[src/rtl/net_cfg_bridge.sv]
// net_cfg_bridge
// Memory-mapped configuration bridge on the PicoSoC iomem bus. The CPU fills
// 32-bit staging registers (key, action, index), then writes CMD. The bridge
// snapshots the staging state and replays it as single-cycle write pulses into
// the TCAM (value or mask plane), the action table and the default action.
//
// Ports
//   clk, rst              system clock, synchronous active-high reset
//   iomem_valid/ready     bus handshake, ready is a one-cycle acknowledge
//   iomem_wstrb           byte strobes, 0 = read
//   iomem_addr/wdata      byte address / write data
//   iomem_rdata           read data, valid while iomem_ready=1, 0 otherwise
//   tcam_wr_*             TCAM write port (addr, plane select, data, pulse)
//   action_wr_*           action table write port (pulse, addr, data)
//   action_wr_default     pulse when action_default_data is updated
//   action_default_data   held default action
//   cfg_busy              commit sequence in progress
//
// Register map (iomem_addr[5:2]):
//   0..3 KEY0..KEY3, 4 ACT_LO, 5 ACT_HI, 6 INDEX, 7 CMD/STATUS, others read 0.
//
// FSM states
//   state  | meaning
//   S_IDLE | no commit in progress
//   S_TCAM | TCAM write pulse on the outputs this cycle
//   S_ACT  | action table write pulse on the outputs this cycle
//   S_DEF  | default action update pulse on the outputs this cycle

module net_cfg_bridge #(
  parameter int         KEY_W    = 128,
  parameter int         ENTRIES  = 16,
  parameter int         IDX_W    = $clog2(ENTRIES),
  parameter int         ACTION_W = 64,
  parameter logic [7:0] BASE_HI  = 8'h04
) (
  input  logic                clk,
  input  logic                rst,
  input  logic                iomem_valid,
  output logic                iomem_ready,
  input  logic [3:0]          iomem_wstrb,
  input  logic [31:0]         iomem_addr,
  input  logic [31:0]         iomem_wdata,
  output logic [31:0]         iomem_rdata,
  output logic [IDX_W-1:0]    tcam_wr_addr,
  output logic                tcam_wr_is_mask,
  output logic [KEY_W-1:0]    tcam_wr_data,
  output logic                tcam_wr_en,
  output logic                action_wr_en,
  output logic [IDX_W-1:0]    action_wr_addr,
  output logic [ACTION_W-1:0] action_wr_data,
  output logic                action_wr_default,
  output logic [ACTION_W-1:0] action_default_data,
  output logic                cfg_busy
);

  localparam int KEY_WORDS = KEY_W / 32;

  typedef enum logic [1:0] {
    S_IDLE = 2'd0,
    S_TCAM = 2'd1,
    S_ACT  = 2'd2,
    S_DEF  = 2'd3
  } state_t;

  // staging registers
  logic [3:0][31:0] key_word;
  logic [127:0]     key_flat;
  logic [31:0]      act_lo;
  logic [31:0]      act_hi;
  logic [31:0]      index_raw;
  logic             err;

  // request latched at selection, acted on in the acknowledge cycle
  logic             req_write;
  logic [3:0]       req_off;
  logic [3:0]       req_wstrb;
  logic [31:0]      req_wdata;

  // commit snapshot
  state_t              state;
  state_t              state_nxt;
  logic [KEY_W-1:0]    snap_key;
  logic [ACTION_W-1:0] snap_act;
  logic [IDX_W-1:0]    snap_idx;
  logic                snap_mask;
  logic                snap_t;
  logic                snap_a;
  logic                snap_d;

  logic                sel;
  logic                busy;
  logic                do_write;
  logic                cmd_we;
  logic                idx_oob;
  logic                needs_idx;
  logic                cmd_run;
  logic                err_set;
  logic                err_clr;
  logic                cmd_accept;
  logic [31:0]         rd_mux;
  logic [KEY_W-1:0]    src_key;
  logic [ACTION_W-1:0] src_act;
  logic [IDX_W-1:0]    src_idx;
  logic                src_mask;
  logic                unused_addr;

  assign unused_addr = ^{iomem_addr[23:6], iomem_addr[1:0]};

  assign key_flat  = key_word;
  assign sel       = iomem_valid && !iomem_ready && (iomem_addr[31:24] == BASE_HI);
  assign busy      = (state != S_IDLE);
  assign cfg_busy  = busy;

  // all side effects of a write happen at the end of the acknowledge cycle
  assign do_write  = iomem_ready && req_write;
  assign cmd_we    = do_write && (req_off == 4'd7) && req_wstrb[0];
  assign err_clr   = do_write && (req_off == 4'd7) && req_wstrb[3] && req_wdata[31];

  // range check uses the full 32-bit INDEX so out-of-range values are not
  // hidden by truncation to IDX_W bits
  assign idx_oob   = (index_raw >= 32'(ENTRIES));
  assign needs_idx = req_wdata[0] | req_wdata[2];
  assign cmd_run   = req_wdata[0] | req_wdata[2] | req_wdata[3];
  assign err_set   = cmd_we && (busy ? (|req_wdata[3:0]) : (needs_idx && idx_oob));
  assign cmd_accept = cmd_we && !busy && cmd_run && !(needs_idx && idx_oob);

  // the first step of a sequence is loaded straight from staging, later
  // steps from the snapshot taken at the same edge
  assign src_key  = cmd_accept ? key_flat[KEY_W-1:0]        : snap_key;
  assign src_act  = cmd_accept ? ACTION_W'({act_hi, act_lo}) : snap_act;
  assign src_idx  = cmd_accept ? index_raw[IDX_W-1:0]       : snap_idx;
  assign src_mask = cmd_accept ? req_wdata[1]               : snap_mask;

  function automatic state_t next_step(input state_t cur, input logic do_t,
                                       input logic do_a, input logic do_d);
    next_step = S_IDLE;
    case (cur)
      S_IDLE: begin
        if (do_t)      next_step = S_TCAM;
        else if (do_a) next_step = S_ACT;
        else if (do_d) next_step = S_DEF;
      end
      S_TCAM: begin
        if (do_a)      next_step = S_ACT;
        else if (do_d) next_step = S_DEF;
      end
      S_ACT: begin
        if (do_d)      next_step = S_DEF;
      end
      default: next_step = S_IDLE;
    endcase
  endfunction

  assign state_nxt = cmd_accept ? next_step(S_IDLE, req_wdata[0], req_wdata[2], req_wdata[3])
                   : (busy ? next_step(state, snap_t, snap_a, snap_d) : S_IDLE);

  function automatic logic [31:0] merge(input logic [31:0] old, input logic [31:0] data,
                                        input logic [3:0] strb);
    for (int b = 0; b < 4; b++) begin
      merge[b*8 +: 8] = strb[b] ? data[b*8 +: 8] : old[b*8 +: 8];
    end
  endfunction

  always_comb begin
    rd_mux = '0;
    case (iomem_addr[5:2])
      4'd0, 4'd1, 4'd2, 4'd3: begin
        if (32'(iomem_addr[5:2]) < KEY_WORDS) rd_mux = key_word[iomem_addr[3:2]];
      end
      4'd4:    rd_mux = act_lo;
      4'd5:    rd_mux = act_hi;
      4'd6:    rd_mux = 32'(index_raw[IDX_W-1:0]);
      4'd7:    rd_mux = {30'b0, err, busy};
      default: rd_mux = '0;
    endcase
  end

  // bus interface and staging registers
  always_ff @(posedge clk) begin
    if (rst) begin
      iomem_ready <= 1'b0;
      iomem_rdata <= '0;
      req_write   <= 1'b0;
      req_off     <= '0;
      req_wstrb   <= '0;
      req_wdata   <= '0;
      key_word    <= '0;
      act_lo      <= '0;
      act_hi      <= '0;
      index_raw   <= '0;
      err         <= 1'b0;
    end else begin
      iomem_ready <= sel;
      if (sel) begin
        req_write   <= |iomem_wstrb;
        req_off     <= iomem_addr[5:2];
        req_wstrb   <= iomem_wstrb;
        req_wdata   <= iomem_wdata;
        iomem_rdata <= (iomem_wstrb == 4'b0) ? rd_mux : 32'b0;
      end else begin
        iomem_rdata <= '0;
      end

      if (do_write) begin
        case (req_off)
          4'd0, 4'd1, 4'd2, 4'd3: begin
            if (32'(req_off) < KEY_WORDS)
              key_word[req_off[1:0]] <= merge(key_word[req_off[1:0]], req_wdata, req_wstrb);
          end
          4'd4:    act_lo    <= merge(act_lo, req_wdata, req_wstrb);
          4'd5:    act_hi    <= merge(act_hi, req_wdata, req_wstrb);
          4'd6:    index_raw <= merge(index_raw, req_wdata, req_wstrb);
          default: ;
        endcase
      end

      // a new error outranks a clear in the same cycle
      err <= err_set | (err & ~err_clr);
    end
  end

  // commit sequencer; outputs are registered from the next state so each
  // pulse lines up with the cycle its state is active
  always_ff @(posedge clk) begin
    if (rst) begin
      state               <= S_IDLE;
      snap_key            <= '0;
      snap_act            <= '0;
      snap_idx            <= '0;
      snap_mask           <= 1'b0;
      snap_t              <= 1'b0;
      snap_a              <= 1'b0;
      snap_d              <= 1'b0;
      tcam_wr_en          <= 1'b0;
      tcam_wr_addr        <= '0;
      tcam_wr_data        <= '0;
      tcam_wr_is_mask     <= 1'b0;
      action_wr_en        <= 1'b0;
      action_wr_addr      <= '0;
      action_wr_data      <= '0;
      action_wr_default   <= 1'b0;
      action_default_data <= '0;
    end else begin
      state <= state_nxt;
      if (cmd_accept) begin
        snap_key  <= key_flat[KEY_W-1:0];
        snap_act  <= ACTION_W'({act_hi, act_lo});
        snap_idx  <= index_raw[IDX_W-1:0];
        snap_mask <= req_wdata[1];
        snap_t    <= req_wdata[0];
        snap_a    <= req_wdata[2];
        snap_d    <= req_wdata[3];
      end

      tcam_wr_en <= (state_nxt == S_TCAM);
      if (state_nxt == S_TCAM) begin
        tcam_wr_addr    <= src_idx;
        tcam_wr_data    <= src_key;
        tcam_wr_is_mask <= src_mask;
      end

      action_wr_en <= (state_nxt == S_ACT);
      if (state_nxt == S_ACT) begin
        action_wr_addr <= src_idx;
        action_wr_data <= src_act;
      end

      action_wr_default <= (state_nxt == S_DEF);
      if (state_nxt == S_DEF) begin
        action_default_data <= src_act;
      end
    end
  end

endmodule

[config.mk]
export PLATFORM = sky130hd
export DESIGN_NAME = net_cfg_bridge
export DESIGN_NICKNAME = d
export VERILOG_FILES = /design/src/rtl/net_cfg_bridge.sv
export SDC_FILE = /design/constraint.sdc
export NUM_CORES = 1
export LEC_CHECK = 0
export ABC_CLOCK_PERIOD_IN_PS = 3130
export CAP_MARGIN = 20
export CORE_UTILIZATION = 35
export CTS_CLUSTER_SIZE = 10
export DETAILED_ROUTE_END_ITERATION = 6
export MAX_ROUTING_LAYER = met4
export PLACE_DENSITY = 0.55
export SLEW_MARGIN = 0
export SYNTH_ARGS = -nofsm -noshare
export SYNTH_HDL_FRONTEND = slang
export SYNTH_SLANG_ARGS = --single-unit
[constraint.sdc]
create_clock -name clk -period 3.13 [get_ports clk]
set_input_delay 0.4695 -clock clk [delete_from_list [all_inputs] [get_ports clk]]
set_output_delay 0.4695 -clock clk [all_outputs]
set_load 0.02 [all_outputs]
==> results of run 1 <==
## cells by family (layout without fill, tap and decap cells)
family                    count (synthesis)  in the layout  share of synthesized area
other                                     0              2                          0
xor gates and xnor gates                  1              1                   0.000365
AOI/OAI and AO/OA                       487            487                      0.141
buffers and inverters                   288            588                     0.0473
DFF                                     639            639                      0.533
muxes                                   257            257                      0.141
and+or+nand+nor                         829            829                      0.137
## power by group
| part | total (µW) | switching [µW] | internal, µW | leakage (µW) |
|---|---|---|---|---|
| registers | 8140 | 1.43 | 8140 | 0.00514 |
| clock network | 7990 | 3240 | 4750 | 0.00106 |
| logic | 300 | 202 | 98.4 | 0.00424 |
## final cells by class
class                      count  share of cell area
sequential                   639               0.415
multi-input combinational   1574               0.330
timing repair buffer         419               0.140
clock buffer                  95              0.0687
tap                          873              0.0355
inverter                      71             0.00865
clock inverter                 3             0.00142
antenna                        2            0.000162
## worst paths after layout
check             depth (start not counted)       startpoint                 end  slack (ps)
setup / recovery                          8    index_raw[16]  action_wr_data[45]         320
hold / removal                            2              rst        index_raw[1]         220
setup reg to reg                          8    index_raw[16]  action_wr_data[45]         320
hold reg to reg                           2  tcam_wr_is_mask     tcam_wr_is_mask         450
## registers in the layout, summed over array words and instances (netlist names), 4 cells and up
signal,flops
snap_act,64
act_lo,32
action_wr_addr,4
req_wstrb,4
iomem_rdata,32
req_wdata,32
tcam_wr_data,128
act_hi,32
snap_idx,4
action_wr_data,64
key_flat,128
index_raw,32
req_off,4
action_default_data,64
tcam_wr_addr,4
## placed cells by master, fill, tap and decap left out, types with 28 or more instances in the layout
cell / Yosys / routed
a21oi_1: 186 / 186
dfxtp_1: 639 / 637
a211oi_1: 193 / 193
o32ai_1: 60 / 60
nand2_1: 370 / 369
buf_4: 4 / 43
nor2_1: 400 / 399
clkbuf_16: 0 / 79
clkdlybuf4s50_1: 0 / 349
mux2i_1: 191 / 191
inv_1: 70 / 70
a222oi_1: 28 / 28
mux4_2: 65 / 65
## worst reg2reg max path, stage by stage, from the launching register on
cell and delay [ps]:
dfxtp_1 310, nor4_1 300, buf_4 210, nand4_1 210, nor4_4 360, a41oi_1 190
or4_2 670, buf_12 250, o32ai_1 210
## layer usage
metal / global-route usage / up-vias / part of all wire
met5: - / - / 0
met4: 0.0509 / 0 / 0.014
met3: 0.0329 / 73 / 0.060
li1: - / 9267 / -
met1: 0.329 / 9455 / 0.50
met2: 0.316 / 640 / 0.42
## stage by stage
| stage | worst slack [ps] | hold WS [ps] |
|---|---|---|
| global route | 175 | 196 |
| floorplan | 683 | 437 |
| finish | 320 | 217 |
| global placement | 343 | 443 |
| CTS | 315 | 176 |
| detailed placement | 333 | 444 |
==> summary.md, run 1 <==
| Metric | Value |
|---|---|
| Run status | `complete, no violations` |
| Dpl cell area | `between 20,000 and 30,000 µm²` |
| WP data arrival | `about 3300 ps` |
| P per Cell Area | `roughly 530 nW/µm²` |
| Initial DRC count | `1,536` |
| Critical Path Fanout Max | `69` |
| RSZ-0062 raised after global routing | `no` |
| Hold Buf Count CTS | `0` |
| Bufs and invs on worst path | `2` |
| Setup_tns | `0 ps` |
| Initial DRT Pass Iterations | `7` |
| Vias | `19,400` |
| CTS H-tree lvls | `3` |
| GP Congestion | `0.831` |
| DRC | `0` |
| Bufs on Longest Clock Path | `3` |
| Grt ovf | `0` |
| Family with the most delay on the worst path | `simple AND/OR/NAND/NOR gates` |
| Inst Count DP | `~3,600` |
| Final number of hold-violating endpoints | `0` |
| Crit share post-route | `0.898` |
| NumNets Final | `around 2,900` |
| Root Driver | `clkbuf_16` |
| Die Y | `~260 µm` |
| Crit Path Class | `reg2reg` |
| Post-synth top area cell | `dfxtp_1` |
| Layout area overhead | `28.3%` |
| Routed Wire Length | `a little under 80,000 µm` |
| Drt wl/cell | `20.9 µm` |
| Initial Util | `0.356` |
| Final Util | `0.456` |
| Top_reg_cell synth | `dfxtp_1` |
| Worst IR Drop VDD | `around 0.28 mV` |
| Multi-input logic area | `between 10,000 and 15,000 µm²` |
| Number of synthesized flops with an enable pin | `0` |
| Die area | `roughly 70,000 µm²` |
| Rel. slew slack | `0.348` |
| CP Data Required Time | `approximately 3600 ps` |
| Sequential share of the synthesized area | `0.533` |
| YS warnings | `0` |
| Detailed placement HPWL | `52,600 µm` |
| Most frequent cell after synthesis | `dfxtp_1` |
| Synth top cells by count | `639 x dfxtp_1, 400 x nor2_1, 370 x nand2_1` |
| Total power | `16,400 µW` |
| Clock Skew | `about 18 ps` |
| GRT Overall Usage | `0.222` |
| Worst slew pin tran | `978 ps` |
| Vias in the first global route | `about 19,000` |
| CP Launch Type | `flop` |
| Die Wd | `264 µm` |
| Crit-path max cell delay | `roughly 670 ps` |
| Pins over their slew limit | `0` |
| Number of port buffers | `~350` |
| Synthesized area | `24,000 µm²` |
| Post-CTS Setup Bufs | `0` |
| Initial antenna violation count | `2` |
| Post-synth ARST share | `0` |
| Slowest cell on the critical path | `or4_2` |
| Pin count of the biggest net entering global routing | `between 200 and 250` |
| Worst hold path class | `in2reg` |
| Worst path cell trace | `nor4_1 > buf_4 > nand4_1 > nor4_4 > a41oi_1 > or4_2 > buf_12 > o32ai_1` |
| Final setup vio count | `0` |
| Syn Nets | `approximately 2,600` |
| Top cells by area, synth | `dfxtp_1 53%, mux2i_1 8.0%, nor2_1 6.3%` |
| Leak | `0.0104 µW` |
| Reg clk slew, reported paths | `50 ps` |
| Finished Cell Area | `between 30,000 and 40,000 µm²` |
| Register bit total from synthesis | `~640` |
| I/O pin count | `373` |
| Yosys top cell area share | `0.533` |
| Total CTS buffers | `76` |
| CTS Sinks | `between 600 and 700` |
| CTS resizes | `0` |
| Share of layout cells above drive strength 1 | `0.0910` |
| Core area | `67,500 µm²` |
| Post-Layout Cell Count | `3,676` |
| Cell variety after synth | `between 40 and 50` |
| Max Freq | `roughly 360 MHz` |
| Final critical-path required period | `roughly 2800 ps` |
| Worst-Skew Late Latency | `around 600 ps` |
| TritonCTS clock tree | `yes` |
| Antenna Nets Post-Route | `0` |
| Post-synthesis cell count | `2,501` |
| Row count | `95` |
| Max-cap violations | `0` |
| Storage element area | `12,800 µm²` |
| Worst setup EP type | `flop` |
| Post-DR vias/cell | `between 5 and 6` |
| First-pass GRT wire length | `between 100,000 and 150,000 µm` |
| Syn avg cell area | `roughly 9.6 µm²` |
| # fillers | `about 6,300` |
(Power assumes the default switching activity.)
==> run 2, diff against run 1 <==
- ABC_CLOCK_PERIOD_IN_PS: 3130 -> 2600
- CORE_ASPECT_RATIO: not set -> 1.25
- clock period: 3.13 -> 2.6 ns (I/O delays scaled with it)
==> run 2 against run 1 <==
The run now ends with negative setup slack left; critical path depth up 1; first-iteration DRC count up 13%; worst setup slack got worse by 360 ps; combinational power increased by 25%; clock skew increased by 1.3 ps; global-route usage is 0.48 points higher; critical endpoint is now action_default_data[39]; highest routed layer unchanged.
==> summary.md, run 2 (same netlist as run 1, synthesis figures left out) <==
| Metric | Value |
|---|---|
| GP Congestion | `0.823 (was 0.831)` |
| Critical Path Fanout Max | `6 (was 69)` |
| Post-DR vias/cell | `5.31 (was 5.29)` |
| Core area | `68,000 µm² (was 67,500 µm²)` |
| Vias in the first global route | `19,300 (was 18,800)` |
| Root Driver | `clkbuf_16 (unchanged)` |
| CTS Sinks | `639 (unchanged)` |
| Hold_sp | `rst (unchanged)` |
| Met2 Routed Length | `38,300 µm (was 32,700 µm)` |
| Pin count of the biggest net entering global routing | `198 (was 205)` |
| Post-route met1 wirelength | `36,100 µm (was 38,500 µm)` |
| Hold Buf Count CTS | `0 (unchanged)` |
| DP Worst Slack | `-389 ps (was 333 ps)` |
| Die Y | `295 µm (was 264 µm)` |
| DR WL met3 | `4170 µm (was 4640 µm)` |
| Max-cap violations | `0 (unchanged)` |
| Failing checks | `negative setup slack` |
| CTS H-tree lvls | `3 (unchanged)` |
| Hold EP | `tcam_wr_data[5] (was index_raw[1])` |
| Total CTS buffers | `75 (was 76)` |
| Routed Wire Length | `80,600 µm (was 76,800 µm)` |
| Pins over their slew limit | `0 (unchanged)` |
| Reg-to-Reg Start | `index_raw[12] (was index_raw[16])` |
| Layout area overhead | `33.8% (was 28.3%)` |
| Row count | `107 (was 95)` |
| Drt wl/cell | `21.7 µm (was 20.9 µm)` |
| Detailed placement HPWL | `53,600 µm (was 52,600 µm)` |
| Rel. slew slack | `0.252 (was 0.348)` |
| RSZ-0062 raised after global routing | `yes (was no)` |
| Worst-Skew Late Latency | `610 ps (was 600 ps)` |
| Reg2Reg Setup Slack | `-40 ps (was 320 ps)` |
| I/O pin count | `373 (unchanged)` |
| R2R Path End | `action_default_data[39] (was action_wr_data[45])` |
| Initial DRT Pass Iterations | `6 (was 7)` |
| Worst hold path class | `in2reg (unchanged)` |
| Worst slew pin tran | `1120 ps (was 978 ps)` |
| Die Wd | `236 µm (was 264 µm)` |
| Leak | `0.0106 µW (was 0.0104 µW)` |
| GRT Overall Usage | `0.227 (was 0.222)` |
| Run status | `complete, but fails checks (was complete, no violations)` |
| Final setup vio count | `25 (was 0)` |
| CP Launch Type | `flop (unchanged)` |
| Grt ovf | `0 (unchanged)` |
| Crit share post-route | `1.02 (was 0.898)` |
| Vias | `19,700 (was 19,400)` |
| Max Freq | `379 MHz (was 356 MHz)` |
| Number of port buffers | `352 (unchanged)` |
| NumNets Final | `2,899 (was 2,852)` |
| Total power | `19,500 µW (was 16,400 µW)` |
| DRC | `0 (unchanged)` |
| Initial DRC count | `1,728 (was 1,536)` |
| Final critical-path required period | `2640 ps (was 2810 ps)` |
| Commonest cells after routing, fill and taps aside | `635 x dfxtp_1, 399 x nor2_1, 369 x nand2_1 (was 637 x dfxtp_1, 399 x nor2_1, 369 x nand2_1)` |
| Initial antenna violation count | `5 (was 2)` |
| Initial Util | `0.353 (was 0.356)` |
| Final number of hold-violating endpoints | `0 (unchanged)` |
| Worst IR Drop VDD | `0.372 mV (was 0.282 mV)` |
| P per Cell Area | `607 nW/µm² (was 533 nW/µm²)` |
| Setup WS post-layout | `-41.0 ps (was 320 ps)` |
| Critical Path Start | `index_raw[12] (was index_raw[16])` |
| Crit Path Class | `reg2reg (unchanged)` |
| Worst setup EP type | `flop (unchanged)` |
| Reg2reg path depth | `9 (was 8)` |
| Clock Skew | `19.0 ps (was 17.7 ps)` |
| Bufs on Longest Clock Path | `3 (unchanged)` |
| TritonCTS clock tree | `yes (unchanged)` |
| First-pass GRT wire length | `119,000 µm (was 117,000 µm)` |
| Most common cell after layout, fill and taps aside | `dfxtp_1 (unchanged)` |
| Reg clk slew, reported paths | `60 ps (was 50 ps)` |
| Max Used Layer | `met4 (unchanged)` |
| Hold path cells | `2 (unchanged)` |
| CP Data Required Time | `3090 ps (was 3610 ps)` |
| Die area | `69,700 µm² (about the same)` |
| Antenna Nets Post-Route | `0 (unchanged)` |
| WP data arrival | `3130 ps (was 3290 ps)` |
| Share of layout cells above drive strength 1 | `0.138 (was 0.0910)` |
## run 2: cell types whose count changed in the layout (fill, tap and decap cells not counted), moves of 9 or more
cell | previous run | this run
a211oi_2 | 0 | 31
o32ai_2 | 8 | 18
mux2i_1 | 191 | 150
buf_4 | 43 | 65
o32ai_1 | 60 | 50
mux2i_4 | 0 | 32
mux2i_2 | 0 | 9
a211oi_1 | 193 | 162
## run 2: worst max-delay path by stage
stage	to	slack [ps]	depth (start not counted)
floorplan	action_wr_data[53]	150	7
global route	action_default_data[39]	-90	9
finish	action_default_data[39]	-40	9
global placement	action_wr_data[22]	-360	8
CTS	action_default_data[32]	-10	9
detailed placement	action_wr_data[12]	-390	8
## run 2: where the power goes
part,total (µW),internal (µW),switching (µW)
Sequential,9800,9800,1.62
Clock,9330,5380,3950
Combinational,375,125,250
## run 2: through the flow
stage	hold WS (ps)	std cells	instance area, µm²	util	TNS, ps
floorplan	437	2501	24000	-	0
global placement	444	3606	29000	0.426	-39720
detailed placement	444	3606	29000	0.426	-35990
CTS	214	3698	31200	0.459	-20.7
global route	245	3718	32100	0.473	-3830
finish	238	3718	32100	0.473	-319
## run 2: cell type report
type	count	area [µm²]
Timing Repair Buffer	467	5020
Multi-Input combinational cell	1574	10900
Tap cell	872	1090
Clock buffer	83	1990
Clock inverter	8	76.3
Fill cell	6260	35900
Sequential cell	639	12800
Antenna cell	4	10.0
Inverter	71	267
## run 2: critical path: stages, from the launching register on
cell and delay [ps]:
dfxtp_2 320, or4_4 540, or4_4 550, o21ai_2 140
buf_6 130, nand2_8 100, clkbuf_16 180, buf_12 150
mux2i_4 190, a211oi_2 230
## run 2: what timing repair did
item                                    4_1_cts  5_1_grt
pin swaps                                     3       25
cloned                                        1       11
buffers inserted                              0        5
endpoints found under the setup margin      224      133
resized for setup                            36      103
## run 2: layer usage
| metal | GRT usage | vias to the layer above |
|---|---|---|
| li1 | - | 9377 |
| met1 | 0.300 | 9627 |
| met2 | 0.354 | 606 |
| met3 | 0.0382 | 114 |
| met4 | 0.0705 | 0 |
| met5 | - | - |
==> run 3, diff against run 2 <==
- ABC_CLOCK_PERIOD_IN_PS: 2600 -> not set
- clock period: 2.6 -> 3.2 ns (I/O delays scaled with it)
==> run 3 against run 2 <==
The run now ends clean; largest cell class unchanged; critical path depth is 2 lower; clock skew up 1.1 ps; critical path type unchanged; power is 20% lower.
==> summary.md, run 3 (same netlist as run 1, synthesis figures left out) <==
| Metric | Value |
|---|---|
| P per Cell Area | `512 nW/µm² (was 607 nW/µm²)` |
| Pin count of the biggest net entering global routing | `161 (was 198)` |
| Reg2reg path depth | `7 (was 9)` |
| Clock Skew | `20.1 ps (was 19.0 ps)` |
| Hold Buf Count CTS | `0 (unchanged)` |
| Post-CTS Setup Bufs | `0 (unchanged)` |
| Final number of hold-violating endpoints | `0 (unchanged)` |
| Commonest cells after routing, fill and taps aside | `637 x dfxtp_1, 399 x nor2_1, 369 x nand2_1 (was 635 x dfxtp_1, 399 x nor2_1, 369 x nand2_1)` |
| CTS Sinks | `639 (unchanged)` |
| Number of port buffers | `352 (unchanged)` |
| Sequential share of power | `0.508 (was 0.502)` |
| Drt wl/cell | `20.9 µm (was 21.7 µm)` |
| Vias | `19,300 (was 19,700)` |
| Worst slew pin tran | `938 ps (was 1120 ps)` |
| CP Data Required Time | `3660 ps (was 3090 ps)` |
| Crit-path max cell delay | `630 ps (was 550 ps)` |
| Die Wd | `236 µm (unchanged)` |
| Post-DR vias/cell | `5.27 (was 5.31)` |
| Worst-Skew Late Latency | `610 ps (about the same)` |
| GP Congestion | `0.825 (was 0.823)` |
| Reg-to-Reg Start | `index_raw[19] (was index_raw[12])` |
| Die Y | `295 µm (unchanged)` |
| TritonCTS clock tree | `yes (unchanged)` |
| CP Launch Type | `flop (unchanged)` |
| CTS H-tree lvls | `3 (unchanged)` |
| Die area | `69,700 µm² (unchanged)` |
| Root Driver | `clkbuf_16 (unchanged)` |
| Share of layout cells above drive strength 1 | `0.0888 (was 0.138)` |
| Vias in the first global route | `19,200 (was 19,300)` |
| Core area | `68,000 µm² (unchanged)` |
| NetSw | `3380 µW (was 4200 µW)` |
| Final setup vio count | `0 (was 25)` |
| Initial DRT Pass Iterations | `7 (was 6)` |
| Max Freq | `346 MHz (was 379 MHz)` |
| Initial antenna violation count | `2 (was 5)` |
| Clk network pwr share | `0.473 (was 0.478)` |
| Leak | `0.0103 µW (was 0.0106 µW)` |
| Critical Path Start | `index_raw[19] (was index_raw[12])` |
| CP Depth | `7 (was 9)` |
| DRC | `0 (unchanged)` |
| Layout area overhead | `27.5% (was 33.8%)` |
| Worst hold path class | `in2reg (unchanged)` |
| Setup_tns | `0 ps (was -319 ps)` |
| Reg2Reg Setup Slack | `310 ps (was -40 ps)` |
| Post-Layout Cell Count | `3,668 (was 3,718)` |
| P_int | `12,300 µW (was 15,300 µW)` |
| I/O pin count | `373 (unchanged)` |
| Critical Path Fanout Max | `21 (was 6)` |
| Logic pwr share | `0.019 (about the same)` |
| Worst setup path endpoint | `action_wr_data[39] (was action_default_data[39])` |
| Slowest cell on the critical path | `or4_1 (was or4_4)` |
| WP data arrival | `3350 ps (was 3130 ps)` |
| Max-cap violations | `0 (unchanged)` |
| RSZ-0062 raised after global routing | `no (was yes)` |
| Most used cell, CP | `or4_1 (was or4_4)` |
| Most common cell after layout, fill and taps aside | `dfxtp_1 (unchanged)` |
| CTS resizes | `0 (was 36)` |
| Rel. slew slack | `0.374 (was 0.252)` |
| First-pass GRT wire length | `116,000 µm (was 119,000 µm)` |
| Crit share post-route | `0.903 (was 1.02)` |
| Initial Util | `0.353 (unchanged)` |
| Antenna Nets Post-Route | `0 (unchanged)` |
| Pins over their slew limit | `0 (unchanged)` |
| Detailed placement HPWL | `52,700 µm (was 53,600 µm)` |
| GRT Overall Usage | `0.222 (was 0.227)` |
| Inst Count DP | `3,575 (was 3,606)` |
| Run status | `complete, no violations (was complete, but fails checks)` |
| Hold slack | `222 ps (was 238 ps)` |
| Initial DRC count | `1,483 (was 1,728)` |
| R2R Path End | `action_wr_data[39] (was action_default_data[39])` |
| Worst setup EP type | `flop (unchanged)` |
| Reg clk slew, reported paths | `50 ps (was 60 ps)` |
| Row count | `107 (unchanged)` |
| Crit Path Class | `reg2reg (unchanged)` |
| Final critical-path required period | `2890 ps (was 2640 ps)` |
| Bufs and invs on worst path | `1 (was 3)` |
| Routed Wire Length | `76,600 µm (was 80,600 µm)` |
| Family with the most delay on the worst path | `simple AND/OR/NAND/NOR gates (unchanged)` |
| NumNets Final | `2,850 (was 2,899)` |
| Sw frac | `0.216 (was 0.215)` |
| Bufs on Longest Clock Path | `3 (unchanged)` |
| Grt ovf | `0 (unchanged)` |
| Worst path cell trace | `or4_1 > or4_1 > o21ai_1 > nand2_4 > buf_12 > mux2i_1 > o32ai_1 (was or4_4 > or4_4 > o21ai_2 > buf_6 > nand2_8 > clkbuf_16 > buf_12 > mux2i_4 > a211oi_2)` |
| Worst IR Drop VDD | `0.370 mV (was 0.372 mV)` |
| Total CTS buffers | `74 (was 75)` |
run 3: cell count changes in the layout (fill, tap and decap cells not counted), moves of 6 or more:
cell,previous run,this run
mux2i_1,150,191
mux2i_4,32,0
a211oi_1,162,193
a211oi_2,31,0
buf_4,65,45
clkbuf_16,87,75
o32ai_1,50,60
o32ai_2,18,8
buf_12,31,22
mux2i_2,9,0
buf_6,6,0
run 3: layout make-up:
| type | count | area [µm²] |
|---|---|---|
| Clock inverter | 6 | 67.6 |
| Antenna cell | 3 | 7.51 |
| Timing Repair Buffer | 419 | 4300 |
| Fill cell | 6435 | 37400 |
| Clock buffer | 84 | 1930 |
| Sequential cell | 639 | 12800 |
| Inverter | 71 | 267 |
| Multi-Input combinational cell | 1574 | 10200 |
| Tap cell | 872 | 1090 |
run 3: worst min-delay path by stage:
| stage | start | to | slack, ps | depth (start not counted) |
|---|---|---|---|---|
| global route | rst | tcam_wr_data[21] | 230 | 2 |
| CTS | rst | tcam_wr_data[20] | 200 | 2 |
| floorplan | index_raw[31] | index_raw[31] | 440 | 2 |
| finish | rst | tcam_wr_data[21] | 220 | 2 |
| detailed placement | tcam_wr_data[102] | tcam_wr_data[102] | 440 | 2 |
| global placement | tcam_wr_data[54] | tcam_wr_data[54] | 440 | 2 |
run 3: per-layer routing:
| metal | up-vias | share of wire | GRT usage | wire [µm] |
|---|---|---|---|---|
| met4 | 0 | 0.030 | 0.0816 | 2310 |
| li1 | 9259 | - | - | - |
| met3 | 128 | 0.054 | 0.0368 | 4120 |
| met1 | 9313 | 0.46 | 0.296 | 35500 |
| met5 | - | 0 | - | 0 |
| met2 | 624 | 0.45 | 0.340 | 34600 |
run 3: power by group through the flow:
stage               Combinational [µW]  Clock [µW]  Sequential, µW
floorplan                          160           0            8130
global placement                   293           0            8130
detailed placement                 296           0            8130
CTS                                296        7620            7960
global route                       314        7950            7960
finish                             296        7410            7960
run 3: per-stage QoR:
step	power, µW	setup WS, ps	cell area, µm²	utilization
2_1_floorplan	8290	753	24000	-
3_3_place_gp	8430	340	28600	0.421
3_5_place_dp	8430	307	28600	0.421
4_1_cts	15900	267	30600	0.450
5_1_grt	16200	157	30600	0.450
6_report	15700	311	30600	0.450
